--- config.mk ---
export PLATFORM = sky130hd
export DESIGN_NAME = fifo_dc_wr_packer
export DESIGN_NICKNAME = d
export VERILOG_FILES = /design/src/rtl/fifo_dc_wr_packer.sv
export SDC_FILE = /design/constraint.sdc
export NUM_CORES = 1
export LEC_CHECK = 0
export ABC_AREA = 1
export ABC_CLOCK_PERIOD_IN_PS = 4720
export BUFFER_PORTS_ARGS = -buffer_cell sky130_fd_sc_hd__buf_2
export CAP_MARGIN = 20
export CORE_AREA = 2 2 82 84
export DETAILED_ROUTE_END_ITERATION = 6
export DIE_AREA = 0 0 84 86
export GPL_ROUTABILITY_DRIVEN = 0
export PLACE_DENSITY = 0.8
export SYNTH_ARGS = -nofsm -noshare
export SYNTH_HDL_FRONTEND = slang
export SYNTH_SLANG_ARGS = --single-unit
--- constraint.sdc ---
create_clock -name wrclk -period 4.72 [get_ports wrclk]
set_input_delay 0.944 -clock wrclk [delete_from_list [all_inputs] [get_ports wrclk]]
set_output_delay 0.944 -clock wrclk [all_outputs]
set_load 0.005 [all_outputs]
--- src/rtl/fifo_dc_wr_packer.sv ---
// Write-side packer for the dual-clock FIFO: gathers RATIO narrow beats,
// little-endian, into one wide word and issues it as a FIFO write when not full.
module fifo_dc_wr_packer #(
  parameter int unsigned          IN_WIDTH  = 8,
  parameter int unsigned          RATIO     = 4,
  parameter logic [IN_WIDTH-1:0]  PAD_VALUE = '0
) (
  input  logic                         wrclk,
  input  logic                         aclr,
  input  logic                         in_valid,
  output logic                         in_ready,
  input  logic [IN_WIDTH-1:0]          in_data,
  input  logic                         in_last,
  input  logic                         fifo_wrfull,
  output logic                         fifo_wrreq,
  output logic [IN_WIDTH*RATIO-1:0]    fifo_data,
  output logic [$clog2(RATIO)-1:0]     lane_count,
  output logic [15:0]                  words_written
);

  localparam int unsigned OUT_WIDTH = IN_WIDTH * RATIO;
  localparam int unsigned LW        = $clog2(RATIO);
  localparam logic [LW-1:0] LAST_LANE = LW'(RATIO - 1);

  logic [LW-1:0]        lane_q,   lane_d;
  logic [OUT_WIDTH-1:0] acc_q,    acc_d;
  logic [OUT_WIDTH-1:0] obuf_q,   obuf_d;
  logic                 ovalid_q, ovalid_d;
  logic [15:0]          words_q,  words_d;

  logic                 accept;
  logic                 complete;
  logic [OUT_WIDTH-1:0] acc_merge;
  logic [OUT_WIDTH-1:0] word_padded;

  assign fifo_wrreq    = ovalid_q & ~fifo_wrfull;
  assign in_ready      = ~ovalid_q | ~fifo_wrfull;
  assign fifo_data     = obuf_q;
  assign lane_count    = lane_q;
  assign words_written = words_q;

  always_comb begin
    accept      = in_valid & in_ready;
    complete    = accept & (in_last | (lane_q == LAST_LANE));
    acc_merge   = acc_q;
    word_padded = acc_q;
    for (int unsigned i = 0; i < RATIO; i++) begin
      if (i == 32'(lane_q)) begin
        acc_merge[i*IN_WIDTH +: IN_WIDTH]   = in_data;
        word_padded[i*IN_WIDTH +: IN_WIDTH] = in_data;
      end else if (i > 32'(lane_q)) begin
        word_padded[i*IN_WIDTH +: IN_WIDTH] = PAD_VALUE;
      end
    end

    lane_d   = lane_q;
    acc_d    = acc_q;
    obuf_d   = obuf_q;
    ovalid_d = ovalid_q;
    words_d  = words_q;

    if (fifo_wrreq) begin
      ovalid_d = 1'b0;
      words_d  = words_q + 16'd1;
    end

    if (accept) begin
      if (complete) begin
        // a completion on the same edge as a drain keeps ovalid set with the new word
        obuf_d   = word_padded;
        ovalid_d = 1'b1;
        lane_d   = '0;
        acc_d    = '0;
      end else begin
        acc_d  = acc_merge;
        lane_d = lane_q + LW'(1);
      end
    end
  end

  always_ff @(posedge wrclk or posedge aclr) begin
    if (aclr) begin
      lane_q   <= '0;
      acc_q    <= '0;
      obuf_q   <= '0;
      ovalid_q <= 1'b0;
      words_q  <= '0;
    end else begin
      lane_q   <= lane_d;
      acc_q    <= acc_d;
      obuf_q   <= obuf_d;
      ovalid_q <= ovalid_d;
      words_q  <= words_d;
    end
  end

endmodule
# Word level (Yosys, flattened, before mapping)
# Index checks and enable logic that the tools add are counted.
[totals] ff_bits=83 latchBits=0 ram_bits=0 romBits=0 input_bits=13 out_inout_bits=52 word_cells=47 memories=0
[op_classes] add_sub_neg=2 n_mul=0 n_div=0 order_cmp=3 n_eq_ne=4 shift=0 n_mux=15 n_bitwise=7 n_reduce_logical=8
[op_table] operator="two-way mux 8 bit" n=10
[op_table] operator="two-way mux 32 bit" n=1
[op_table] operator="adder 16 x 1 -> 16 bit (second input constant)" n=1
[op_table] operator="AND reduction 2 bit" n=4
[op_table] operator="nonzero test 2 bit" n=3
[op_table] operator="equality test 2 bit (first input constant)" n=2
[op_table] operator="> comparator 2 bit (first input constant)" n=2
[op_table] operator="bitwise AND 1 bit" n=3
[op_table] operator="two-way mux 1 bit" n=3
[op_table] operator="adder 2 x 1 -> 2 bit (second input constant)" n=1
[op_table] operator="equality test 1 x 2 -> 1 bit (first input constant)" n=1
[op_table] operator="equality test 2 bit (second input constant)" n=1
[op_table] operator="> comparator 1 x 2 -> 1 bit (first input constant)" n=1
[op_table] operator="logical NOT 2 bit" n=1
[op_table] operator="two-way mux 2 bit" n=1
[op_table] operator="NOT 1 bit" n=2
[op_table] operator="OR 1 bit" n=2

# Depth between registers and ports, before layout
# Gate-level depths: netlist of the first run.
[depth] ltp_word=6 depth_mapped=9

# Least setup slack after synthesis of the first run
# No wires, ideal clock.
[synth_timing] path_type="input to output" startpoint="input fifo_wrfull" endpoint="output fifo_wrreq" arrival_time_ns=1.226 required_ns=3.776 setup_slack_ns=2.550 path_stages=3 path_cell_list="inv_1 > nand2_1 > inv_1"
[synth_between] elab_chain_len=2
[synth_lines] element="start: declaration" line_no="14" text="input logic fifo_wrfull,"
[synth_lines] element="NOT 1 bit" line_no="36" text="assign fifo_wrreq = ovalid_q & ~fifo_wrfull;"
[synth_lines] element="bitwise AND 1 bit" line_no="36"
[synth_lines] element="end: declaration" line_no="15" text="output logic fifo_wrreq,"
# Every way passes these cells.

# Final worst setup path of the first run
# Same ends and word-level chain as after synthesis.

==> results of run 1 <==
cell families (layout without fill, tap and decap cells):
logic type / after synthesis / in the layout / synth area share (%)
AOI/OAI and AO/OA: 61 / 61 / 9.890
xor gates and xnor gates: 12 / 12 / 3.077
adders and majority gates: 5 / 5 / 1.832
buffers and inverters: 53 / 117 / 7.106
DFF: 75 / 75 / 54.95
and+or+nand+nor: 189 / 189 / 23.15
path summary, 6_finish.rpt:
kind	startpoint	end	slack, ns	cells past startpoint
max reg2reg	lane_count[1]$_DFFE_PP0P_	acc_q[14]$_DFFE_PP0P_	2.31	6
min	fifo_data[28]$_DFFE_PP0P_	fifo_data[28]$_DFFE_PP0P_	0.47	2
min reg2reg	fifo_data[28]$_DFFE_PP0P_	fifo_data[28]$_DFFE_PP0P_	0.47	2
max in group asynchronous	aclr	fifo_data[13]$_DFFE_PP0P_	2.98	3
min in group asynchronous	aclr	words_written[14]$_DFFE_PP0P_	0.78	2
max	fifo_wrfull	fifo_wrreq	2.21	5
per-layer routing:
| layer | wire length, microns | global-route usage [%] | share of wire, % |
|---|---|---|---|
| met1 | 3490 | 32.19 | 46 |
| met2 | 3489 | 33.82 | 46 |
| met4 | 191 | 8.358 | 2.5 |
| met3 | 471 | 5.197 | 6.2 |
| met5 | 0 | 0 | 0 |
flip-flops by register name, indices dropped and copies added (netlist names):
| register | cells |
|---|---|
| fifo_data | 32 |
| acc_q | 24 |
| words_written | 16 |
| lane_count | 2 |
| ovalid_q | 1 |
layout make-up:
type	instances	share of cell area (%)
clock inverter	2	1.522
clock buffer	13	3.774
multi-input combinational	267	32.86
inverter	37	3.520
timing repair buffer	65	8.310
tap	77	2.442
sequential	75	47.57
cells in the mapped netlist:
cell type / n / area share [%]
buf_4: 1 / 0.22
nor2_8: 2 / 1.2
a21oi_1: 8 / 1.2
buf_2: 8 / 1.2
inv_1: 35 / 3.8
nand2_2: 2 / 0.37
o21ai_0: 28 / 4.1
or2_2: 1 / 0.18
nand3_1: 31 / 4.5
clkbuf_1: 3 / 0.33
ha_1: 5 / 1.8
xnor2_1: 4 / 1.0
nor3_1: 2 / 0.29
inv_2: 2 / 0.22
buf_6: 4 / 1.3
o21ai_4: 2 / 0.95
a31oi_1: 8 / 1.5
o21ai_1: 15 / 2.2
nor2_1: 30 / 3.3
xor2_1: 8 / 2.1
nand2_1: 121 / 13
dfrtp_1: 75 / 55
stage by stage:
stage               hold WS [ns]  cells  area, sq um
finish                    0.4664    536         3945
floorplan                 0.4478    395         3416
global placement          0.4542    521         3736
CTS                       0.4719    536         3945
global route              0.5023    536         3945
detailed placement        0.4541    521         3736
power by group:
group | internal (uW) | switching [uW] | total, uW
combinational | 291 | 440 | 732
clock | 310 | 225 | 535
sequential | 875 | 152 | 1030
total | 1480 | 816 | 2290
critical path, cell delays in order:
cell     delay (ns)
buf_2          0.11
inv_1          0.05
nand2_1        0.15
inv_1          0.17
buf_2          0.13
cell usage in the layout (no fill, tap or decap):
| master | Yosys | final |
|---|---|---|
| a21oi_1 | 8 | 8 |
| nand2_2 | 2 | 2 |
| nand2_1 | 121 | 121 |
| xor2_1 | 8 | 8 |
| a31oi_1 | 8 | 8 |
| o21ai_4 | 2 | 2 |
| nor3_1 | 2 | 2 |
| clkbuf_1 | 3 | 3 |
| inv_1 | 35 | 34 |
| o21ai_1 | 15 | 15 |
| inv_2 | 2 | 3 |
| or2_2 | 1 | 1 |
| buf_2 | 8 | 64 |
| buf_4 | 1 | 1 |
| clkbuf_8 | 0 | 10 |
| bufinv_16 | 0 | 2 |
| nor2_1 | 30 | 30 |
| xnor2_1 | 4 | 4 |
| nand3_1 | 31 | 31 |
| nor2_8 | 2 | 2 |
| ha_1 | 5 | 5 |
| o21ai_0 | 28 | 28 |
| dfrtp_1 | 75 | 75 |
==> results.py, run 1 <==
metrics = {
    "floorplan": {
        "die_h_microns": 86,
        "rows": 29,
        "core_sq_um": 6277,
        "fp.dieW_microns": 84,
        "ioPinCount": 65,
        "dieArea_sq_um": 7224,
        "initial_utilization_pct": 54.41,
    },
    "drt": {
        "drt_iter0_markers": 201,
        "wl_per_cell_microns": 14.26,
        "antenna_left": 0,
        "drc": 0,
        "first_pass_iters": 4,
        "vias_per_cell": 5.248,
        "vias": 2813,
        "drt_wl_total_microns": 7642,
    },
    "power_and_ir_drop": {
        "power_uw": 2293,
        "p_leak_uw": 0.002101,
        "vdd_drop_max_uv": 258.6,
        "powerDensity_nw_per_um2": 581.2,
    },
    "cells_and_area": {
        "area_growth_pct": 15.49,
        "fin_util_pct": 62.85,
        "drive_gt1_share_pct": 18.95,
        "multi_input_area_sq_um": 1296,
        "seq_area_sq_um": 1877,
        "fillCellCount": 552,
        "antenna_cells": 0,
        "nets": 473,
    },
    "sta": {
        "period_share_pct": 53.13,
        "maxClockFrequency_ghz": 0.3988,
        "worst_slack_ns": 2.212,
        "hold_viol_final": 0,
        "min_period_ns": 2.508,
        "rsz0062_at_grt": "no",
        "max_slew.worst_pin.slew_ns": 0.8696,
        "finClkSkew_ns": 0.005039,
        "slew_violations": 0,
        "slew_headroom_pct": 41.94,
        "setup_tns_ns": 0,
        "setup_violations": 0,
    },
    "cts": {
        "cts-root-buf": "clkbuf_8",
        "tritoncts": "done",
        "cts.reportedPaths.clkPinSlew_ns": 0.07,
        "cts_hold_buf": 0,
        "clk_latency_ns": 0.34,
        "postCtsSetupBuffers": 0,
        "cts-resized-gates": 0,
        "cts_max_path_buffers": 2,
        "cts_buffers": 9,
        "numClockSinks": 75,
        "htree_levels": 3,
    },
    "min_path": {
        "hold_class": "flip-flop to flip-flop",
    },
    "job": {
        "maxCapViolations": 0,
    },
    "global_route": {
        "antenna_found_initial": 0,
        "grt_start_max_net_pins": 43,
        "gr-total-overflow": 0,
        "grt_first_pass_wirelength_microns": 12810,
        "grt_usage_pct": 22.50,
        "grt_pass1_vias": 2588,
    },
    "placed_design": {
        "place_ws_ns": 2.215,
        "dp_hpwl_microns": 5218,
        "portBuffers": 64,
    },
    "worst_setup_path": {
        "cp_data_required_time_ns": 3.78,
        "critPathCaptureType": "output pin",
        "critical_path_class": "input port to output pin",
        "arrival_ns": 1.56,
        "worst-path-max-fanout": 7,
        "start_kind": "input port",
    },
    "synth": {
        "synthesis.area_sq_um": 3416,
        "syn_nets": 413,
        "synth_cell_types": 22,
        "yosysWarnings": 0,
        "syn_avg_cell_area_sq_um": 8.648,
        "synth_seq_cells": 75,
        "synth-seq-area-share_pct": 54.95,
        "synth_cells": 395,
    },
    "status": {
        "status": "finished clean",
    },
}
No activity file was read; power rests on OpenSTA's default activity.
==> run 2, diff against run 1 <==
--- a/config.mk
+++ b/config.mk
@@ -6,7 +6,7 @@
 export NUM_CORES = 1
 export LEC_CHECK = 0
 export ABC_AREA = 1
-export ABC_CLOCK_PERIOD_IN_PS = 4720
+export ABC_CLOCK_PERIOD_IN_PS = 2450
 export BUFFER_PORTS_ARGS = -buffer_cell sky130_fd_sc_hd__buf_2
 export CAP_MARGIN = 20
 export CORE_AREA = 2 2 82 84
==> constraint.sdc (replaced) <==
create_clock -name wrclk -period 2.45 [get_ports wrclk]
set_input_delay 0.49 -clock wrclk [delete_from_list [all_inputs] [get_ports wrclk]]
set_output_delay 0.49 -clock wrclk [all_outputs]
set_load 0.005 [all_outputs]
==> results.py, run 2 (synthesized netlist as in run 1, its figures left out) <==
metrics = {
    "status": {
        "status": "finished clean",
    },
    "cts": {
        "cts_max_path_buffers": 2,
        "cts_hold_buf": 0,
        "cts-resized-gates": 0,
        "clk_latency_ns": 0.35,
        "cts_buffers": 9,
        "htree_levels": 3,
        "numClockSinks": 75,
        "cts-root-buf": "clkbuf_8",
        "tritoncts": "done",
        "cts.reportedPaths.clkPinSlew_ns": 0.07,
        "postCtsSetupBuffers": 0,
    },
    "global_route": {
        "gr-total-overflow": 0,
        "grt_start_max_net_pins": 76,
        "antenna_found_initial": 0,
        "grt_pass1_vias": 2631,
        "grt_usage_pct": 22.25,
        "grt_first_pass_wirelength_microns": 12530,
    },
    "floorplan": {
        "die_h_microns": 86,
        "rows": 29,
        "fp.dieW_microns": 84,
        "dieArea_sq_um": 7224,
        "initial_utilization_pct": 54.41,
        "ioPinCount": 65,
        "core_sq_um": 6277,
    },
    "drt": {
        "vias": 2798,
        "wl_per_cell_microns": 13.89,
        "vias_per_cell": 5.162,
        "first_pass_iters": 4,
        "drt_iter0_markers": 246,
        "drt_wl_total_microns": 7526,
        "antenna_left": 0,
        "drc": 0,
    },
    "worst_setup_path": {
        "worst-path-max-fanout": 20,
        "arrival_ns": 2.10,
        "regToRegSetupSlack_ns": 0.60,
        "critical_path_class": "flip-flop to flip-flop",
        "path_common_cell": "nor2_8",
        "cpMaxStageDelayCell": "dfrtp_1",
        "cp_data_required_time_ns": 2.70,
        "critPathCaptureType": "flip-flop",
        "slowest_delay_ns": 0.42,
        "start_kind": "flip-flop",
        "r2r_end": "fifo_data[7]$_DFFE_PP0P_",
        "worstPathCellList": "ha_1 -> nor2_8 -> nor2_8 -> inv_2 -> buf_4 -> nand2_1 -> o21ai_0",
        "reg2reg_from": "lane_count[0]$_DFFE_PP0P_",
        "reg2reg_depth": 7,
    },
    "cells_and_area": {
        "nets": 478,
        "drive_gt1_share_pct": 20.43,
        "largest_register_ffs": 32,
        "layout_commonest_cell": "nand2_1",
        "area_growth_pct": 17.18,
        "antenna_cells": 0,
        "fin_util_pct": 63.76,
        "final_cell_mix": "121 x nand2_1, 75 x dfrtp_1, 64 x buf_2, 34 x inv_1, 31 x nand3_1",
        "fillCellCount": 522,
        "fin_area_sq_um": 4003,
    },
    "power_and_ir_drop": {
        "powerDensity_nw_per_um2": 1111,
        "vdd_drop_max_uv": 571.8,
        "power_uw": 4448,
        "p_leak_uw": 0.002129,
    },
    "sta": {
        "setup_tns_ns": 0,
        "maxClockFrequency_ghz": 0.5401,
        "slew_headroom_pct": 70.92,
        "period_share_pct": 75.58,
        "slew_violations": 0,
        "hold_viol_final": 0,
        "setup_violations": 0,
        "finClkSkew_ns": 0.01160,
        "min_period_ns": 1.852,
        "rsz0062_at_grt": "no",
        "max_slew.worst_pin.slew_ns": 0.4355,
    },
    "placed_design": {
        "portBuffers": 64,
        "placedInstanceArea_sq_um": 3786,
        "dp_hpwl_microns": 5283,
    },
    "job": {
        "maxCapViolations": 0,
    },
    "min_path": {
        "hold_class": "input port to asynchronous set/reset pin",
    },
}
-- run 2: cell types whose count changed in the layout (fill, tap and decap cells not counted), sizes merged --
cell / change
clkinv: +1
buf: +5
clkinvlp: +2
clkbuf: -3
inv: +1
-- run 2: power breakdown --
group,internal [uW],switching [uW],total (uW)
Clock,575,461,1040
Combinational,592,875,1470
Sequential,1680,261,1950
-- run 2: area by class of cell --
type                    instances  area [sq um]  share of cell area (%)
clock buffers                  10         127.6                   3.188
clock inverters                 6         88.84                   2.219
multi-input cells             267          1296                   32.39
flip-flops and latches         75          1877                   46.89
repair buffers                 70         377.9                   9.440
well taps                      77         96.34                   2.407
inverters                      37         138.9                   3.470
-- run 2: critical path, delay by kind of cell, from the launching register on --
family,cells,cell delay (ns)
flops,1,0.42
simple gates,3,0.40
compound gates,1,0.09
buf+inv,2,0.49
fa+ha+maj,1,0.36
-- run 2: worst max-delay path by stage --
| stage | from | end | slack, ns | depth (start not counted) |
|---|---|---|---|---|
| 3_5_place_dp | lane_count[0]$_DFFE_PP0P_ | fifo_data[7]$_DFFE_PP0P_ | 0.61 | 7 |
| 3_3_place_gp | lane_count[0]$_DFFE_PP0P_ | fifo_data[9]$_DFFE_PP0P_ | 0.69 | 6 |
| 6_report | lane_count[0]$_DFFE_PP0P_ | fifo_data[7]$_DFFE_PP0P_ | 0.60 | 7 |
| 5_1_grt | lane_count[0]$_DFFE_PP0P_ | fifo_data[7]$_DFFE_PP0P_ | 0.45 | 7 |
| 2_1_floorplan | aclr | acc_q[0]$_DFFE_PP0P_ | 0.05 | 1 |
| 4_1_cts | lane_count[0]$_DFFE_PP0P_ | fifo_data[7]$_DFFE_PP0P_ | 0.59 | 7 |
-- run 2: per-layer routing --
layer / track usage (%) / up-vias / wire (microns)
met4: 12.02 / 0 / 208
met2: 32.73 / 83 / 3499
li1: - / 1383 / -
met3: 4.524 / 19 / 474
met1: 31.29 / 1313 / 3344
met5: 0 / - / 0
-- run 2: through the flow --
stage / std cells / setup slack (ns) / hold WS [ns]
2_1_floorplan: 395 / 0.05002 / 0.4478
3_3_place_gp: 526 / 0.6924 / 0.4538
3_5_place_dp: 526 / 0.6106 / 0.4547
4_1_cts: 542 / 0.5913 / 0.2183
5_1_grt: 542 / 0.4523 / 0.2529
6_report: 542 / 0.5984 / 0.2156
